**src/rtl/game_level_ctrl_if.sv**
```systemverilog
// game_level_ctrl_if
// Bundles the game-flow controller's control and status signals.
//   master : game side / testbench - drives buttons, game_over and game_tick,
//            observes divider controls and status.
//   slave  : controller - consumes those inputs and drives clk_enable, speed,
//            level, tick_cnt, level_up and state.
// Clock and reset are kept as plain ports on the controller.
interface game_level_ctrl_if;
    logic       start_btn;
    logic       pause_btn;
    logic       game_over;
    logic       game_tick;
    logic       clk_enable;
    logic [2:0] speed;
    logic [1:0] level;
    logic [7:0] tick_cnt;
    logic       level_up;
    logic [2:0] state;

    modport master (
        output start_btn, pause_btn, game_over, game_tick,
        input  clk_enable, speed, level, tick_cnt, level_up, state
    );

    modport slave (
        input  start_btn, pause_btn, game_over, game_tick,
        output clk_enable, speed, level, tick_cnt, level_up, state
    );
endinterface

```
**src/rtl/game_level_ctrl.sv**
```systemverilog
// game_level_ctrl
// Game-flow controller sequencing an external game clock divider. Counts
// divider ticks, advances the difficulty level every TICKS_PER_LEVEL ticks,
// and handles start, pause and game-over. Because the divider only latches a
// new period while disabled, every speed change is followed by a window with
// clk_enable low before running again.
// Ports:
//   in_clk : system clock, all logic on posedge
//   rst_n  : asynchronous active-low reset
//   bus    : slave side of game_level_ctrl_if
//            in : start_btn, pause_btn, game_over, game_tick
//            out: clk_enable, speed, level, tick_cnt, level_up, state
//
// state  | meaning
// IDLE   | after reset, divider off, waiting for start
// RELOAD | divider off for RELOAD_CYCLES so it latches the new speed
// RUN    | divider on, ticks counted
// PAUSE  | divider off, level/tick_cnt held
// OVER   | divider off, score frozen until restart
module game_level_ctrl #(
    parameter int TICKS_PER_LEVEL = 32,
    parameter int RELOAD_CYCLES   = 2,
    parameter int MAX_LEVEL       = 3
) (
    input  logic               in_clk,
    input  logic               rst_n,
    game_level_ctrl_if.slave   bus
);

    typedef enum logic [2:0] {
        IDLE   = 3'd0,
        RELOAD = 3'd1,
        RUN    = 3'd2,
        PAUSE  = 3'd3,
        OVER   = 3'd4
    } state_t;

    localparam int         RW      = (RELOAD_CYCLES > 1) ? $clog2(RELOAD_CYCLES) : 1;
    localparam logic [RW-1:0] RL_LOAD = RW'(RELOAD_CYCLES - 1);
    localparam logic [7:0] TC_LAST = 8'(TICKS_PER_LEVEL - 1);
    localparam logic [1:0] MAXL    = 2'(MAX_LEVEL);

    state_t        st;
    logic          clk_enable;
    logic [2:0]    speed;
    logic [1:0]    level;
    logic [7:0]    tick_cnt;
    logic          level_up;
    logic          start_d;
    logic          pause_d;
    logic          tick_d;
    logic [RW-1:0] rl_cnt;

    logic start_rise;
    logic pause_rise;
    logic tick;

    assign start_rise = bus.start_btn & ~start_d;
    assign pause_rise = bus.pause_btn & ~pause_d;
    assign tick       = bus.game_tick ^ tick_d;

    // Higher level -> faster divider; one-hot-ish encoding owned by the divider.
    function automatic logic [2:0] speed_of(input logic [1:0] lvl);
        case (lvl)
            2'd0:    speed_of = 3'b000;
            2'd1:    speed_of = 3'b100;
            2'd2:    speed_of = 3'b010;
            default: speed_of = 3'b001;
        endcase
    endfunction

    always_ff @(posedge in_clk or negedge rst_n) begin
        if (!rst_n) begin
            st         <= IDLE;
            clk_enable <= 1'b0;
            speed      <= 3'b000;
            level      <= 2'd0;
            tick_cnt   <= 8'd0;
            level_up   <= 1'b0;
            start_d    <= 1'b0;
            pause_d    <= 1'b0;
            tick_d     <= 1'b0;
            rl_cnt     <= '0;
        end else begin
            start_d  <= bus.start_btn;
            pause_d  <= bus.pause_btn;
            tick_d   <= bus.game_tick;
            level_up <= 1'b0;

            case (st)
                IDLE: begin
                    clk_enable <= 1'b0;
                    if (start_rise) begin
                        level    <= 2'd0;
                        tick_cnt <= 8'd0;
                        speed    <= 3'b000;
                        rl_cnt   <= RL_LOAD;
                        st       <= RELOAD;
                    end
                end

                RELOAD: begin
                    if (bus.game_over) begin
                        clk_enable <= 1'b0;
                        st         <= OVER;
                    end else if (rl_cnt == '0) begin
                        clk_enable <= 1'b1;
                        st         <= RUN;
                    end else begin
                        rl_cnt <= rl_cnt - 1'b1;
                    end
                end

                RUN: begin
                    if (bus.game_over) begin
                        clk_enable <= 1'b0;
                        st         <= OVER;
                    end else begin
                        if (tick) begin
                            if (tick_cnt == TC_LAST) begin
                                tick_cnt <= 8'd0;
                                if (level < MAXL) begin
                                    level    <= level + 2'd1;
                                    speed    <= speed_of(level + 2'd1);
                                    level_up <= 1'b1;
                                end
                            end else begin
                                tick_cnt <= tick_cnt + 8'd1;
                            end
                        end
                        // PAUSE disables the divider, so it doubles as the
                        // reload window when it coincides with a level-up.
                        if (pause_rise) begin
                            clk_enable <= 1'b0;
                            st         <= PAUSE;
                        end else if (tick && tick_cnt == TC_LAST && level < MAXL) begin
                            clk_enable <= 1'b0;
                            rl_cnt     <= RL_LOAD;
                            st         <= RELOAD;
                        end
                    end
                end

                PAUSE: begin
                    if (bus.game_over) begin
                        clk_enable <= 1'b0;
                        st         <= OVER;
                    end else if (pause_rise) begin
                        clk_enable <= 1'b1;
                        st         <= RUN;
                    end
                end

                OVER: begin
                    clk_enable <= 1'b0;
                    if (start_rise && !bus.game_over) begin
                        level    <= 2'd0;
                        tick_cnt <= 8'd0;
                        speed    <= 3'b000;
                        rl_cnt   <= RL_LOAD;
                        st       <= RELOAD;
                    end
                end

                default: begin
                    clk_enable <= 1'b0;
                    st         <= IDLE;
                end
            endcase
        end
    end

    assign bus.clk_enable = clk_enable;
    assign bus.speed      = speed;
    assign bus.level      = level;
    assign bus.tick_cnt   = tick_cnt;
    assign bus.level_up   = level_up;
    assign bus.state      = st;

endmodule

```
**src/flat_wrapper.sv**
```systemverilog
// flat-port wrapper written by rule: the top's interface ports become plain ports
module game_level_ctrl_flat 
#(
    parameter int TICKS_PER_LEVEL = 32,
    parameter int RELOAD_CYCLES   = 2,
    parameter int MAX_LEVEL       = 3
)
  (in_clk, rst_n, bus_start_btn, bus_pause_btn, bus_game_over, bus_game_tick, bus_clk_enable, bus_speed, bus_level, bus_tick_cnt, bus_level_up, bus_state);
  game_level_ctrl_if bus_i ();
  input  logic in_clk;
  input  logic rst_n;
  input wire logic [$bits(bus_i.start_btn)-1:0] bus_start_btn;
  input wire logic [$bits(bus_i.pause_btn)-1:0] bus_pause_btn;
  input wire logic [$bits(bus_i.game_over)-1:0] bus_game_over;
  input wire logic [$bits(bus_i.game_tick)-1:0] bus_game_tick;
  output wire logic [$bits(bus_i.clk_enable)-1:0] bus_clk_enable;
  output wire logic [$bits(bus_i.speed)-1:0] bus_speed;
  output wire logic [$bits(bus_i.level)-1:0] bus_level;
  output wire logic [$bits(bus_i.tick_cnt)-1:0] bus_tick_cnt;
  output wire logic [$bits(bus_i.level_up)-1:0] bus_level_up;
  output wire logic [$bits(bus_i.state)-1:0] bus_state;
  assign bus_i.start_btn = bus_start_btn;
  assign bus_i.pause_btn = bus_pause_btn;
  assign bus_i.game_over = bus_game_over;
  assign bus_i.game_tick = bus_game_tick;
  assign bus_clk_enable = bus_i.clk_enable;
  assign bus_speed = bus_i.speed;
  assign bus_level = bus_i.level;
  assign bus_tick_cnt = bus_i.tick_cnt;
  assign bus_level_up = bus_i.level_up;
  assign bus_state = bus_i.state;
  game_level_ctrl #(.TICKS_PER_LEVEL(TICKS_PER_LEVEL), .RELOAD_CYCLES(RELOAD_CYCLES), .MAX_LEVEL(MAX_LEVEL)) u_core (.in_clk(in_clk), .rst_n(rst_n), .bus(bus_i));
endmodule
```
**config.mk**
```make
export PLATFORM = sky130hd
export DESIGN_NAME = game_level_ctrl_flat
export DESIGN_NICKNAME = d
export VERILOG_FILES = /design/src/rtl/game_level_ctrl_if.sv /design/src/rtl/game_level_ctrl.sv /design/src/flat_wrapper.sv
export SDC_FILE = /design/constraint.sdc
export NUM_CORES = 1
export LEC_CHECK = 0
export ABC_AREA = 1
export BUFFER_PORTS_ARGS = -buffer_cell sky130_fd_sc_hd__buf_2
export CAP_MARGIN = 20
export CORE_MARGIN = 2
export CORE_UTILIZATION = 50
export DETAILED_ROUTE_END_ITERATION = 8
export GPL_ROUTABILITY_DRIVEN = 0
export HOLD_SLACK_MARGIN = 0.02
export PLACE_DENSITY_LB_ADDON = 0.1
export SKIP_LAST_GASP = 1
export SYNTH_ARGS = -nofsm -noshare
export SYNTH_HDL_FRONTEND = slang
export SYNTH_SLANG_ARGS = --single-unit
```
**constraint.sdc**
```tcl
create_clock -name in_clk -period 1.7 [get_ports in_clk]
set_input_delay 0.17 -clock in_clk [delete_from_list [all_inputs] [get_ports in_clk]]
set_output_delay 0.17 -clock in_clk [all_outputs]
set_load 0.05 [all_outputs]
```
After elaboration in Yosys (flattened, before gate mapping)
Index checks and enable logic that the tools add are counted.

Add/subtract/negate cells: 3. $lt $le $gt $ge: 1. Equal/unequal tests: 19. Muxes and demuxes: 52. Bitwise operators: 5. Reductions and logical operators: 13.

Operators with widths (count): 3-bit 2-to-1 mux (15); 8-bit 2-to-1 mux (5); 8-bit case mux with 3 select lines (1); 1-bit 2-to-1 mux (19); 3-bit case mux with 3 select lines (2); 3-bit case mux with 5 select lines (1); 7-bit AND reduction (2); 2-bit 2-to-1 mux (6); 2-bit by 1-bit inequality test with 1-bit output (second input constant) (6); 5-bit AND reduction (2); 8-bit by 1-bit adder with 8-bit output (second input constant) (1); 8-bit by 5-bit equality test with 1-bit output (second input constant) (1); 3-bit by 2-bit equality test with 1-bit output (second input constant) (2); 2-bit inequality test (second input constant) (3); 2-bit case mux with 3 select lines (1); 4-bit by 2-bit inequality test with 1-bit output (second input constant) (1); 1-bit case mux with 4 select lines (1); 4-bit nonzero test (1); 3-bit by 1-bit equality test with 1-bit output (second input constant) (1); 3-bit equality test (second input constant) (1); 1-bit logical AND (3); 3-bit logical NOT (1); 3-bit by 2-bit inequality test with 1-bit output (second input constant) (1); 3-bit inequality test (second input constant) (1); other kinds (13) (15).

Bits in registers: 22. Input bits: 6. Word-level logic and storage cells: 103.

Depth between registers and ports, before layout
Depth after elaboration: 8. Depth in mapped cells: 11. Mapped depth without buffers: 11.

Worst setup path after synthesis
OpenSTA, ideal clock, no wires.

Path kind: flip-flop to flip-flop. Start: register u_core.tick_cnt[1], in the netlist u_core.bus.tick_cnt[1]. End: register u_core.level[0], in the netlist u_core.bus.level[0]. Setup time: 0.120 ns. Data arrival time: 1.669 ns. Required time: 1.580 ns. Slack: -0.089 ns. Cell stages (with the launch flop): 9. Path buffers: 0. Cells stage by stage: dfrtp_1 ha_1 nand3_1 nor2_1 nor2_1 a21oi_1 nand2_4 nand2_1 o21ai_2.

Longest elaborated chain between the ends: 3.

Ends and longest elaborated chain: start: declaration (line game_level_ctrl.sv:47) `logic [7:0] tick_cnt;`; start signal: assignment (line game_level_ctrl.sv:128) `tick_cnt <= tick_cnt + 8'd1;`; 8-bit by 5-bit equality test with 1-bit output (line game_level_ctrl.sv:120) `if (tick_cnt == TC_LAST) begin`; 2-bit by 1-bit inequality test with 1-bit output (no line); 7-bit AND reduction (no line); end signal: assignment (line game_level_ctrl.sv:123) `level <= level + 2'd1;`; end: declaration (line game_level_ctrl.sv:46) `logic [1:0] level;`.

No other way between the ends. A chain may end at the register's enable or synchronous reset.

Worst setup path after layout
Start: register u_core.st[1], in the netlist u_core.bus.state[1]. End: register u_core.tick_cnt[5], in the netlist u_core.bus.tick_cnt[5].

Longest elaborated chain between the ends: 3. Elaborated cells on any way between the ends: 10.

Ends and longest elaborated chain: start: declaration (line game_level_ctrl.sv:43) `state_t st;`; start signal: assignment (line game_level_ctrl.sv:74) `st <= IDLE;`; start signal: assignment (line game_level_ctrl.sv:98) `st <= RELOAD;`; start signal: assignment (line game_level_ctrl.sv:105) `st <= OVER;`; 3-bit equality test, or another cell as far along (line game_level_ctrl.sv:90) `case (st)`; 2-bit by 1-bit inequality test with 1-bit output (no line), or another cell as far along; 5-bit AND reduction (no line).

Parallel ways exist; a longest one is shown, timed or not.

==> results.txt <==
----------------------------------------------------
[Status]
  Status ... finished, final reports clean

[STA]
  RSZ-0062 raised after global routing ... yes
  Pins Over Slew Limit ... 0
  Setup Skew ... 9.85 ps
  Hold violation count in the final report ... 0
  Setup violation total in the final timing report ... 0
  Setup ws final ... approximately 130 ps
  Fin crit period ... between 1500 and 2000 ps
  Maximum clock rate ... 0.636 GHz
  Worst max-slew margin expressed relative to the limit ... approximately two thirds
  Share of the clock period used by the worst path ... between 90% and 100%
  Pin slew with the least headroom to its limit ... ~490 ps

[Logic synthesis]
  Proportion of synthesized flip-flops having asynchronous set or reset ... 100%
  Share of the synthesized area in the top cell type ... between 40% and 50%
  List of most frequent post-synthesis cells ... 47 x sky130_fd_sc_hd__nand2_1, 22 x sky130_fd_sc_hd__dfrtp_1, 22 x sky130_fd_sc_hd__inv_1
  Post-Synthesis Cells ... between 150 and 200
  Count of flip-flops with a built-in enable after synthesis ... 0
  Most common flop cell mapped by yosys ... sky130_fd_sc_hd__dfrtp_1
  Number of distinct library cells after synthesis ... 23
  Area of the mapped netlist ... 1300 sq um
  Portion of the post-synthesis area used by sequential elements ... a little over two fifths
  Mean Syn Cell Area ... 7.65 sq um
  Top post-synthesis cells by area ... sky130_fd_sc_hd__dfrtp_1 42%, sky130_fd_sc_hd__nand2_1 14%, sky130_fd_sc_hd__inv_1 6.3%
  Cell with the most instances after synthesis ... sky130_fd_sc_hd__nand2_1
  Flip-flop and latch count after synthesis ... 22
  Count of synthesis-stage warnings from yosys ... 0
  Number of nets in the synthesized netlist ... ~180
  Post-synthesis cell type with the largest combined area ... sky130_fd_sc_hd__dfrtp_1

[Drt]
  Total number of vias ... around 1100
  DRT antenna net count ... 0
  WL per Instance ... between 10 and 15 um
  DRC errors left ... 0
  Vias per Instance ... ~4.9
  Total Wirelength ... approximately 2600 um
  Count of routing violations after the opening detailed-route iteration ... 23
  Pre-Repair DR Iteration Count ... 4

[Global route]
  Maximum number of pins on one net before global-route repair ... 23
  Global-route congestion overflow total ... 0
  Number of antenna violations at the first check in global routing ... 0
  GRT Resource Usage Total ... about a fifth
  Number of global-route vias before repair ... between 1000 and 1500
  Wire length of the first global-routing pass ... ~4400 um

[Layout]
  Antenna Cells ... 0
  Util after Layout ... 62.4%
  Number of fillers in the final layout ... 220
  Net total in the final layout ... around 220
  Synth-to-layout area growth ... 18.8%
  Finished layout cell area ... about 1500 sq um
  Share of layout cells above drive strength 1 ... roughly 25%

[Critical path]
  Slack of the worst reg-to-reg path ... 130 ps
  Cell chain of the critical path ... nand3_4 > inv_2 > nand2_2 > nand3_4 > a21oi_4 > buf_4 > nand2_1 > a21oi_1
  Worst path bufs/invs ... 2
  Crit path max-delay cell type ... sky130_fd_sc_hd__dfrtp_2
  Worst Path Max Fanout ... 12
  Kind of start point of the critical path ... register
  Reg2reg end ... u_core.bus.tick_cnt[5]
  Kind of end point of the critical path ... register
  Arrival time at the worst endpoint ... 1810 ps
  Number of cells on the worst reg-to-reg path ... 8
  Critical Path RT ... between 1500 and 2000 ps
  Cell type group with the largest total delay on the critical path ... flip-flops
  Startpoint of the lowest-slack register-to-register path ... u_core.bus.state[1]
  Most numerous cell on the critical path ... sky130_fd_sc_hd__nand3_4
  Worst path max stage delay ... between 400 and 500 ps
  Startpoint-to-endpoint class of the critical path ... reg -> reg

[Pwr]
  Worst ir drop on vdd ... between 1 and 1.5 mV
  Leak pwr ... a little under 0.8 nW
  Power per cell area ... 1450 nW/um^2
  Tot Pwr ... around 0.0022 W

[Die]
  Top-Level Pins ... 24
  Width of the die ... between 50 and 60 um
  Site Rows ... 18
  Die Ht ... ~55 um
  Full die area ... ~3000 sq um
  Initial Utilization ... ~53%
  Area of the core ... between 2000 and 2500 sq um

[Hold path]
  Worst Hold Path Cells ... 3
  Hold Path Class ... in -> reg
  Sink of the worst hold path ... u_core.bus.state[2]
  Critical hold path startpoint ... bus_game_over

[CTS]
  Clock Path Buffers ... 2
  Root Driver ... sky130_fd_sc_hd__clkbuf_4
  Clock-pin slew on the worst setup and hold paths ... between 100 and 150 ps
  TritonCTS sink count ... 22
  CTS H-Tree Depth ... 1
  Total clock buffers created by CTS ... 3
  TritonCTS clock tree ... done
  Worst-Skew Late Latency ... slightly above 300 ps

[Placed design]
  Buffers on Ports ... 23
  Worst setup timing slack at the placement stage ... 114 ps
  Final HPWL DP ... between 2000 and 2500 um
  Placed inst area ... about 1500 sq um

[Run]
  Maxcap violations ... 0

----------------------------------------------------
[registers in the layout (all words and copies together) (netlist names)]
name / flops
u_core.bus.clk_enable: 1
u_core.bus.level: 2
u_core.bus.level_up: 1
u_core.bus.speed: 3
u_core.bus.state: 3
u_core.bus.tick_cnt: 8
u_core.pause_d: 1
u_core.rl_cnt: 1
u_core.start_d: 1
u_core.tick_d: 1
[per-layer routing]
layer / global-route usage [%] / up-vias / wire length [um]
li1: - / 606 / -
met1: 25.8 / 495 / 1290
met2: 35.3 / 25 / 1200
met3: 2.42 / 5 / 80
met4: 7.32 / 0 / 43
met5: 0 / - / 0
[metrics by stage]
| step | TNS (ps) | std cells | hold WS (ps) |
|---|---|---|---|
| floorplan | 0 | 170 | -126 |
| global placement | 0 | 223 | 156 |
| detailed placement | 0 | 223 | 167 |
| CTS | 0 | 231 | 170 |
| global route | -3.79 | 233 | 193 |
| finish | 0 | 233 | 182 |
[cells by family (layout without fill, tap and decap cells)]
| group | after synthesis | in the layout | synth area share [%] |
|---|---|---|---|
| xor gates and xnor gates | 1 | 1 | 0.673 |
| adders and majority gates | 5 | 5 | 4.81 |
| buffers and inverters | 28 | 61 | 8.75 |
| DFF | 22 | 22 | 42.3 |
| and+or+nand+nor | 90 | 90 | 32.7 |
| AOI/OAI and AO/OA | 24 | 24 | 10.8 |
[what timing repair did]
| item | CTS | global route |
|---|---|---|
| hold buffers | 4 | 0 |
| hold endpoints to repair | 25 | 0 |
| endpoints found under the setup margin | 0 | 9 |
| setup buffers | 0 | 2 |
| gates resized for setup | 0 | 2 |
[tightest hold or removal path: stages]
cell and delay [ps]:
sky130_fd_sc_hd__buf_2 160, sky130_fd_sc_hd__nand3_1 90, sky130_fd_sc_hd__nand2_1 50
[area by class of cell]
type / instances / area, sq um / area share, %
sequential: 22 / 558 / 36.1
tap: 30 / 37.5 / 2.43
clock buffer: 4 / 26.3 / 1.70
timing repair buffer: 31 / 185 / 12.0
inverter: 26 / 97.6 / 6.31
multi-input combinational: 120 / 642 / 41.5
[worst max-delay path by stage]
stage	startpoint	end	slack [ps]	cells past startpoint
after floorplan	u_core.bus.state[1]	u_core.bus.level[0]	30	8
after global placement	u_core.bus.state[1]	u_core.bus.speed[2]	160	8
after detailed placement	u_core.bus.state[1]	u_core.bus.level[0]	110	8
after CTS	u_core.bus.state[1]	u_core.bus.level[1]	100	8
after global routing	u_core.bus.tick_cnt[1]	u_core.bus.speed[1]	-4	8
final	u_core.bus.state[1]	u_core.bus.tick_cnt[5]	130	8
[layout by cell type (no fill, tap or decap)]
| master | n |
|---|---|
| sky130_fd_sc_hd__nand4_1 | 4 |
| sky130_fd_sc_hd__a21oi_4 | 1 |
| sky130_fd_sc_hd__nor3_1 | 1 |
| sky130_fd_sc_hd__buf_2 | 23 |
| sky130_fd_sc_hd__nor2_4 | 1 |
| sky130_fd_sc_hd__o21ai_2 | 1 |
| sky130_fd_sc_hd__inv_1 | 22 |
| sky130_fd_sc_hd__dfrtp_2 | 6 |
| sky130_fd_sc_hd__o21ai_0 | 4 |
| sky130_fd_sc_hd__clkbuf_4 | 3 |
| sky130_fd_sc_hd__o211ai_1 | 1 |
| sky130_fd_sc_hd__buf_4 | 4 |
| sky130_fd_sc_hd__dlygate4sd3_1 | 4 |
| sky130_fd_sc_hd__nand2_4 | 3 |
| sky130_fd_sc_hd__o31ai_1 | 1 |
| sky130_fd_sc_hd__nand2_2 | 1 |
| sky130_fd_sc_hd__nand3_1 | 12 |
| sky130_fd_sc_hd__xor2_1 | 1 |
| sky130_fd_sc_hd__a21oi_1 | 9 |
| sky130_fd_sc_hd__o21ai_1 | 7 |
| sky130_fd_sc_hd__inv_2 | 4 |
| sky130_fd_sc_hd__nor2_1 | 18 |
| sky130_fd_sc_hd__nand3_2 | 1 |
| sky130_fd_sc_hd__ha_1 | 5 |
| sky130_fd_sc_hd__nand3_4 | 2 |
| sky130_fd_sc_hd__dfrtp_1 | 16 |
| sky130_fd_sc_hd__clkbuf_1 | 1 |
| sky130_fd_sc_hd__nand2_1 | 47 |
[power by group]
part	switching (W)	internal [W]	total, W
Sequential	0.000102	0.000624	0.000726
Clock	0.000158	0.0000916	0.000249
Combinational	0.000890	0.000383	0.00127
Total	0.00115	0.00110	0.00225
No activity file was read; power rests on OpenSTA's default activity.
